### config.mk
export PLATFORM = sky130hd
export DESIGN_NAME = spi_master_arbiter
export DESIGN_NICKNAME = d
export VERILOG_FILES = /design/src/rtl/spi_master_arbiter.sv
export SDC_FILE = /design/constraint.sdc
export NUM_CORES = 1
export LEC_CHECK = 0
export CAP_MARGIN = 10
export CORE_MARGIN = 2
export CORE_UTILIZATION = 48
export DETAILED_ROUTE_END_ITERATION = 6
export GPL_TIMING_DRIVEN = 1
export PLACE_DENSITY = 0.95
export SYNTH_ARGS = -nofsm -noshare
export SYNTH_HDL_FRONTEND = slang
export SYNTH_SLANG_ARGS = --single-unit
### constraint.sdc
create_clock -name clk -period 4.3 [get_ports clk]
set_clock_uncertainty 0.05 [all_clocks]
set_input_delay 0.86 -clock clk [delete_from_list [all_inputs] [get_ports clk]]
set_output_delay 0.86 -clock clk [all_outputs]
set_load 0.005 [all_outputs]
### src/rtl/spi_master_arbiter.sv
`default_nettype none
// ============================================================================
// Module   : spi_master_arbiter
// Purpose  : Round-robin sharing of one word-level SPI master among NUM_REQ
//            requesters, one active-low chip select per requester.
// Option   : SPI_ARB_TIMEOUT_EN enables the WAIT-state watchdog.
// Revision : 1.0 - initial release
// ============================================================================
module spi_master_arbiter #(
  parameter int NUM_REQ        = 4,
  parameter int DATA_W         = 16,
  parameter int GAP_CYCLES     = 3,
  parameter int TIMEOUT_CYCLES = 1024
) (
  input  logic                      clk,
  input  logic                      rst_n,
  input  logic [NUM_REQ-1:0]        i_req,
  input  logic [NUM_REQ*DATA_W-1:0] i_req_data,
  output logic [NUM_REQ-1:0]        o_gnt,
  output logic [NUM_REQ-1:0]        o_rsp_valid,
  output logic [DATA_W-1:0]         o_rsp_data,
  output logic                      o_rsp_err,
  output logic [NUM_REQ-1:0]        o_cs_n,
  output logic                      o_spi_start,
  output logic [DATA_W-1:0]         o_spi_tx_data,
  input  logic                      i_spi_done,
  input  logic [DATA_W-1:0]         i_spi_rx_data,
  output logic                      o_busy
);

  localparam int                 IDX_W      = $clog2(NUM_REQ);
  localparam int                 POS_W      = IDX_W + 1;
  localparam logic [IDX_W-1:0]   c_LAST_IDX = IDX_W'(NUM_REQ - 1);
  localparam logic [POS_W-1:0]   c_NUM_POS  = POS_W'(NUM_REQ);
  localparam logic [7:0]         c_GAP_LAST = 8'(GAP_CYCLES - 1);
  localparam logic [NUM_REQ-1:0] c_ONE      = NUM_REQ'(1);

  if (NUM_REQ < 2 || NUM_REQ > 8 || GAP_CYCLES < 1 || GAP_CYCLES > 255 ||
      TIMEOUT_CYCLES < 1) begin : g_param_check
    $error("spi_master_arbiter: parameter out of legal range");
  end

  typedef enum logic [2:0] {
    S_IDLE = 3'd0,
    S_LOAD = 3'd1,
    S_WAIT = 3'd2,
    S_RESP = 3'd3,
    S_GAP  = 3'd4
  } state_t;

  state_t              r_state;
  logic [IDX_W-1:0]    r_ptr;
  logic [IDX_W-1:0]    r_idx;
  logic [7:0]          r_gap;
  logic [NUM_REQ-1:0]  r_gnt;
  logic [NUM_REQ-1:0]  r_rsp_valid;
  logic [DATA_W-1:0]   r_rsp_data;
  logic [NUM_REQ-1:0]  r_cs_n;
  logic                r_spi_start;
  logic [DATA_W-1:0]   r_spi_tx_data;
  logic                r_busy;

  logic                w_found;
  logic [IDX_W-1:0]    w_win;
  logic [POS_W-1:0]    w_pos;
  logic [DATA_W-1:0]   w_tx_word;

  // First set request at or above r_ptr, wrapping modulo NUM_REQ.
  always_comb begin
    w_found = 1'b0;
    w_win   = r_ptr;
    w_pos   = '0;
    for (int k = 0; k < NUM_REQ; k++) begin
      w_pos = {1'b0, r_ptr} + POS_W'(k);
      if (w_pos >= c_NUM_POS) begin
        w_pos = w_pos - c_NUM_POS;
      end
      if (!w_found && i_req[w_pos[IDX_W-1:0]]) begin
        w_found = 1'b1;
        w_win   = w_pos[IDX_W-1:0];
      end
    end
  end

  always_comb begin
    w_tx_word = '0;
    for (int k = 0; k < NUM_REQ; k++) begin
      if (w_win == IDX_W'(k)) begin
        w_tx_word = i_req_data[k*DATA_W +: DATA_W];
      end
    end
  end

`ifdef SPI_ARB_TIMEOUT_EN
  localparam int             TO_W      = $clog2(TIMEOUT_CYCLES + 1);
  localparam logic [TO_W-1:0] c_TO_LAST = TO_W'(TIMEOUT_CYCLES - 1);
  logic [TO_W-1:0]           r_wdog;
  logic                      r_rsp_err;
`endif

  always_ff @(posedge clk or negedge rst_n) begin
    if (!rst_n) begin
      r_state       <= S_IDLE;
      r_ptr         <= '0;
      r_idx         <= '0;
      r_gap         <= '0;
      r_gnt         <= '0;
      r_rsp_valid   <= '0;
      r_rsp_data    <= '0;
      r_cs_n        <= '1;
      r_spi_start   <= 1'b0;
      r_spi_tx_data <= '0;
      r_busy        <= 1'b0;
`ifdef SPI_ARB_TIMEOUT_EN
      r_wdog        <= '0;
      r_rsp_err     <= 1'b0;
`endif
    end else begin
      r_gnt       <= '0;
      r_spi_start <= 1'b0;
      r_rsp_valid <= '0;
      case (r_state)
        S_IDLE: begin
          if (w_found) begin
            r_idx         <= w_win;
            r_gnt         <= c_ONE << w_win;
            r_cs_n        <= ~(c_ONE << w_win);
            r_spi_start   <= 1'b1;
            r_spi_tx_data <= w_tx_word;
            r_busy        <= 1'b1;
            r_state       <= S_LOAD;
          end
        end
        // A done pulse coincident with the start pulse is ignored here.
        S_LOAD: begin
`ifdef SPI_ARB_TIMEOUT_EN
          r_wdog  <= '0;
`endif
          r_state <= S_WAIT;
        end
        S_WAIT: begin
          if (i_spi_done) begin
            r_rsp_data  <= i_spi_rx_data;
            r_rsp_valid <= c_ONE << r_idx;
            r_state     <= S_RESP;
`ifdef SPI_ARB_TIMEOUT_EN
            r_rsp_err   <= 1'b0;
          end else if (r_wdog == c_TO_LAST) begin
            r_rsp_data  <= '0;
            r_rsp_valid <= c_ONE << r_idx;
            r_rsp_err   <= 1'b1;
            r_state     <= S_RESP;
          end else begin
            r_wdog      <= r_wdog + 1'b1;
`endif
          end
        end
        S_RESP: begin
          r_cs_n  <= '1;
          r_ptr   <= (r_idx == c_LAST_IDX) ? '0 : r_idx + 1'b1;
          r_gap   <= '0;
          r_state <= S_GAP;
`ifdef SPI_ARB_TIMEOUT_EN
          r_rsp_err <= 1'b0;
`endif
        end
        S_GAP: begin
          if (r_gap == c_GAP_LAST) begin
            r_busy  <= 1'b0;
            r_state <= S_IDLE;
          end else begin
            r_gap <= r_gap + 8'd1;
          end
        end
        default: begin
          r_cs_n  <= '1;
          r_busy  <= 1'b0;
          r_state <= S_IDLE;
        end
      endcase
    end
  end

`ifdef SPI_ARB_TIMEOUT_EN
  assign o_rsp_err = r_rsp_err;
`else
  assign o_rsp_err = 1'b0;
`endif

  assign o_gnt         = r_gnt;
  assign o_rsp_valid   = r_rsp_valid;
  assign o_rsp_data    = r_rsp_data;
  assign o_cs_n        = r_cs_n;
  assign o_spi_start   = r_spi_start;
  assign o_spi_tx_data = r_spi_tx_data;
  assign o_busy        = r_busy;

endmodule
`default_nettype wire

=== Word level (Yosys, flattened, before mapping) ===
Index checks and enable logic that the tools add are counted.

* Add/subtract/negate cells: 9
* Order comparisons: 8
* Equality and inequality tests: 13
* Shift-type cells: 2
* Multiplexer cells: 42
* Bitwise gates (word level): 3
* Reduce and logical (&&, ||, !) cells: 17

{| class="wikitable"
|+ Operators with widths
! kind !! count
|-
| $mux W16 || 4
|-
| $mux W4 || 5
|-
| $mux W2 || 9
|-
| $pmux W8 S2 || 1
|-
| $pmux W3 S5 || 1
|-
| $lt A2 B3 Y1 const B || 4
|-
| $mux W1 || 12
|-
| $ge A3 B3 Y1 const B || 3
|-
| $mux W3 || 3
|-
| $add A8 B1 Y8 const B || 1
|-
| $bmux W1 S2 || 4
|-
| $eq A8 B2 Y1 const B || 1
|-
| $mux W8 || 1
|-
| $ne A2 B2 Y1 const B || 4
|-
| $pmux W4 S2 || 1
|-
| $reduce_and A2 Y1 || 4
|-
| $shl A1 B2 Y4 const A || 2
|-
| $sub A2 B1 Y2 const B || 4
|-
| $add A2 B2 Y3 const B || 2
|-
| $eq A2 B2 Y1 const B || 3
|-
| $eq A3 B2 Y1 const B || 2
|-
| $reduce_and A3 Y1 || 2
|-
| $reduce_or A3 Y1 || 2
|-
| $not A4 Y4 || 1
|-
| 13 further kinds || 18
|}

* Register bits: 61
* Bits of input ports: 87
* Output and inout port bits: 47
* Word-level logic and storage cells: 105

=== Depth between registers and ports, before layout ===
* Depth after elaboration: 19
* Mapped depth: 9
* Depth with buffers taken out: 7

=== Least setup slack after synthesis ===
No wires, ideal clock.

* Path kind: in2reg
* From: input port i_req[3]
* To: register r_spi_tx_data[0] (netlist: o_spi_tx_data[0])
* Setup time: 0.129 ns
* Arrival: 2.136 ns
* Slack: 1.985 ns
* Stages on the path: 8
* Path buffers: 3
* Path through: buf_4 -> nor3_1 -> a2111oi_4 -> nand2b_1 -> buf_6 -> buf_6 -> a211oi_1 -> o31ai_2

* Longest elaborated chain between the ends: 17

{| class="wikitable"
|+ RTL lines
! what !! RTL line !! source
|-
| from (decl) || 17 || <nowiki>input logic [NUM_REQ-1:0] i_req,</nowiki>
|-
| $bmux W1 S2 || 78 || <nowiki>if (!w_found && i_req[w_pos[IDX_W-1:0]]) begin</nowiki>
|-
| $mux W1 (not written as such) || 78 ||
|-
| $mux W1 || 78 ||
|-
| $logic_not A1 Y1 || 78 ||
|-
| $logic_and A1 B1 Y1 || 78 ||
|-
| $mux W1 || 78 ||
|-
| $logic_not A1 Y1 || 78 ||
|-
| $logic_and A1 B1 Y1 || 78 ||
|-
| $mux W1 || 78 ||
|-
| $logic_not A1 Y1 || 78 ||
|-
| $logic_and A1 B1 Y1 || 78 ||
|-
| $mux W2 || 78 ||
|-
| $logic_not A2 Y1 || 88 || <nowiki>if (w_win == IDX_W'(k)) begin</nowiki>
|-
| $mux W16 (4 in a row) || 88 ||
|-
| to (signal assigned) || 129 || <nowiki>r_spi_tx_data <= w_tx_word;</nowiki>
|-
| to (decl) || 60 || <nowiki>logic [DATA_W-1:0] r_spi_tx_data;</nowiki>
|}

Several ways; a longest one is shown, not always the timed one. The select of a mux whose other input is x is not followed.
A chain may end at the register's enable or synchronous reset.

=== Worst setup path in the final report ===
* From: input port i_req[3]
* To: register r_cs_n[2] (netlist: o_cs_n[2])

* Longest elaborated chain between the ends: 16

{| class="wikitable"
|+ RTL lines
! what !! RTL line !! source
|-
| $bmux W1 S2 || 78 ||
|-
| $mux W1 (not written as such) || 78 ||
|-
| $mux W1 || 78 ||
|-
| $logic_not A1 Y1 || 78 ||
|-
| $logic_and A1 B1 Y1 || 78 ||
|-
| $mux W1 || 78 ||
|-
| $logic_not A1 Y1 || 78 ||
|-
| $logic_and A1 B1 Y1 || 78 ||
|-
| $mux W1 || 78 ||
|-
| $logic_not A1 Y1 || 78 ||
|-
| $logic_and A1 B1 Y1 || 78 ||
|-
| $mux W2 || 78 ||
|-
| $shl A1 B2 Y4 || 127 || <nowiki>r_cs_n <= ~(c_ONE << w_win);</nowiki>
|-
| $not A4 Y4 || 127 ||
|-
| $mux W4 || 124 || <nowiki>if (w_found) begin</nowiki>
|-
| $pmux W4 S2 || 122 || <nowiki>case (r_state)</nowiki>
|-
| to (signal assigned) || 127 ||
|-
| to (decl) || 58 || <nowiki>logic [NUM_REQ-1:0] r_cs_n;</nowiki>
|}

Several ways; a longest one is shown, not always the timed one. The select of a mux whose other input is x is not followed.

==> impl_metrics.toml <==
[timing]
final_hold_viol_count = 0
finalMaxSlewViolations = 0
fmax_mhz = 284
fin_crit_sh_pct = 81.8
rsz0062_at_grt = "false"
fin_crit_ns = 3.52
whs_ns = 0.446
setup_viol = 0
setup_tns_ns = 0
maxSlewHeadroom_pct = 40.9
worstMarginPinSlew_ns = 0.883

[route]
drc = 0
postRouteAntennaNets = 0
vias_per_cell = 5.90
routed_wl_mm = 10.4
vias = 3412
initialDrtViolationCount = 248
wl_per_cell_um = 17.9
first_pass_iters = 5

[cells_and_area]
finalNonFillerCells = 578
nNetsFinal = 567
stdcell_area_um2 = 5070
layout_commonest_cell = "clkdlybuf4s50_1"
mostFrequentLayoutCells = "clkdlybuf4s50_1 (131), dfrtp_1 (57), nor2_1 (30)"
area_growth_pct = 39.9
n_antenna_cell = 0
drive_gt1_share_pct = 14.0

[worst_setup_path]
crit_type = "input pin to flip-flop"
cp.arrival_ns = 3.73
required_ns = 4.51
start_kind = "input pin"
crit_path_end_kind = "flip-flop"
path_max_fanout = 27

[pwr]
leakagePower_nw = 2.09
p_switching_mw = 1.13
clock_power_share_pct = 16.2
swShare_pct = 37.3
seq_power_share_pct = 33.9
internal_power_mw = 1.90
pwr-share-comb_pct = 49.9
power.density_nw_per_um2 = 597
finalPower_mw = 3.02
ir_worst_vdd_v = 0.000365

[cts]
cts_sinks = 61
cts-resized-gates = 0
htreeDepth = 3
numCtsBuffers = 9
clockRootBuffer = "clkbuf_8"
cts_setup_buffers = 0
clk_latency_ns = 0.34
holdBufCountCts = 0
cts_buffer_depth = 2
cts_tree = "yes"
path_clk_slew_ns = 0.06

[floorplanning]
start_util_pct = 49.7
fp.dieW_um = 90.9
pin_count = 134
die_area_um2 = 8260
core-area_um2 = 7290
rows = 31
die_h_um = 90.9

[global_routing]
grt_pass1_wl_mm = 16.6
grt_max_degree = 41
grt_overflow_total = 0
gr-usage-all-layers_pct = 25.2
antenna_found_initial = 0
grt_pass1_vias = 3387

[logic_synthesis]
yosysWarnings = 0
synth-edff-count = 0
syn_inst = 360
syn_area_um2 = 3620
yosysTopAreaCell = "dfrtp_1"
ys_seq_area_share_pct = 42.3
synth_area_leaders = "dfrtp_1 (39%), mux2_2 (5.6%), o221ai_1 (3.6%)"
async_reset_ff_share_pct = 100
avgSynthCellArea_um2 = 10.1
synthFlopType = "dfrtp_1"
yosysUniqueCellTypes = 56
synth_seq_cells = 61
netlist.area_leader.share_pct = 39.4
syn_nets = 453

[placement]
placedInstanceArea_um2 = 4880
portBuffers = 132
gp_congestion = 0.788
hpwlAfterDp_mm = 7.45
dp_cells = 562

[worst_hold_path]
hp-class = "flip-flop to flip-flop"

[run_status]
status = "finished clean"

[flow_run]
cap_violations = 0
==> cells in the mapped netlist, drive strengths merged (3+ instances only) <==
cell type,count
dfrtp,57
nor2,30
nand2,26
o21ai,26
inv,23
buf,22
mux2,18
a211oi,17
a2111oi,16
nor3b,16
o221ai,15
o31ai,15
clkbuf,10
a21oi,6
and2,6
ha,6
nor3,5
xor2,5
dfstp,4
and3,3
==> state kept, by name, summed over array words and instances (netlist names), 2 cells and up <==
name,cells
o_rsp_valid,4
r_gap,8
o_cs_n,4
o_rsp_data,16
r_idx,2
r_ptr,2
r_state,3
o_gnt,4
o_spi_tx_data,16
==> power by group through the flow <==
stage / Sequential [mW] / Combinational [mW] / Clock, mW
finish: 1.02 / 1.51 / 0.490
global route: 1.05 / 1.64 / 0.520
CTS: 1.02 / 1.51 / 0.499
detailed placement: 1.02 / 1.50 / 0
global placement: 1.01 / 1.42 / 0
floorplan: 0.955 / 0.951 / 0
==> worst max-delay path, cell delays in order <==
cell and delay, ns:
clkdlybuf4s50_1 1.04, and3b_1 0.29, a2111oi_4 0.30, nand2b_1 0.73, nand2_1 0.22, o22a_1 0.27
==> stage by stage <==
stage / utilization (%) / worst slack [ns]
after floorplan: - / 1.99
after global placement: 66.9 / 0.704
after detailed placement: 66.9 / 0.534
after CTS: 69.5 / 0.886
after global routing: 69.5 / 0.690
final: 69.5 / 0.783
==> per-layer routing <==
layer  wire length, um  track usage (%)  vias up
li1                  -                -     1536
met1              4030             31.2     1641
met2              5250             41.7      194
met3               749             5.93       41
met4               339             12.2        0
met5                 0                0        -
==> area by class of cell <==
type,count,area [um^2]
sequential,61,1530
timing repair buffer,135,1340
tap,99,124
inverter,23,86.3
clock inverter,5,50.0
clock buffer,11,141
multi-input combinational,244,1800
fill,551,2220
==> cells by family (layout without fill, tap and decap cells) <==
logic type      count (synthesis)  count (layout)  synth area share (%)
compound gates                109             109                  24.9
xor+xnor                        7               7                  1.69
fa+ha+maj                       6               6                  2.07
buf+inv                        55             174                  8.26
flops                          61              61                  42.3
mux                            19              19                  5.87
other cells                     1               1                 0.104
simple gates                  102             102                  14.8
==> final timing paths <==
kind | start | to | slack (ns) | cells after the start
hold / removal | o_spi_tx_data[1] | o_spi_tx_data[1] | 0.45 | 2
min in group asynchronous | rst_n | o_rsp_data[4] | 0.54 | 1
max in group asynchronous | rst_n | r_ptr[0] | 2.81 | 2
setup reg to reg | r_ptr[1] | o_cs_n[2] | 1.45 | 5
setup / recovery | i_req[3] | o_cs_n[2] | 0.78 | 6
hold reg to reg | o_spi_tx_data[1] | o_spi_tx_data[1] | 0.45 | 2
Note: power is estimated with default switching activity, not from simulation.
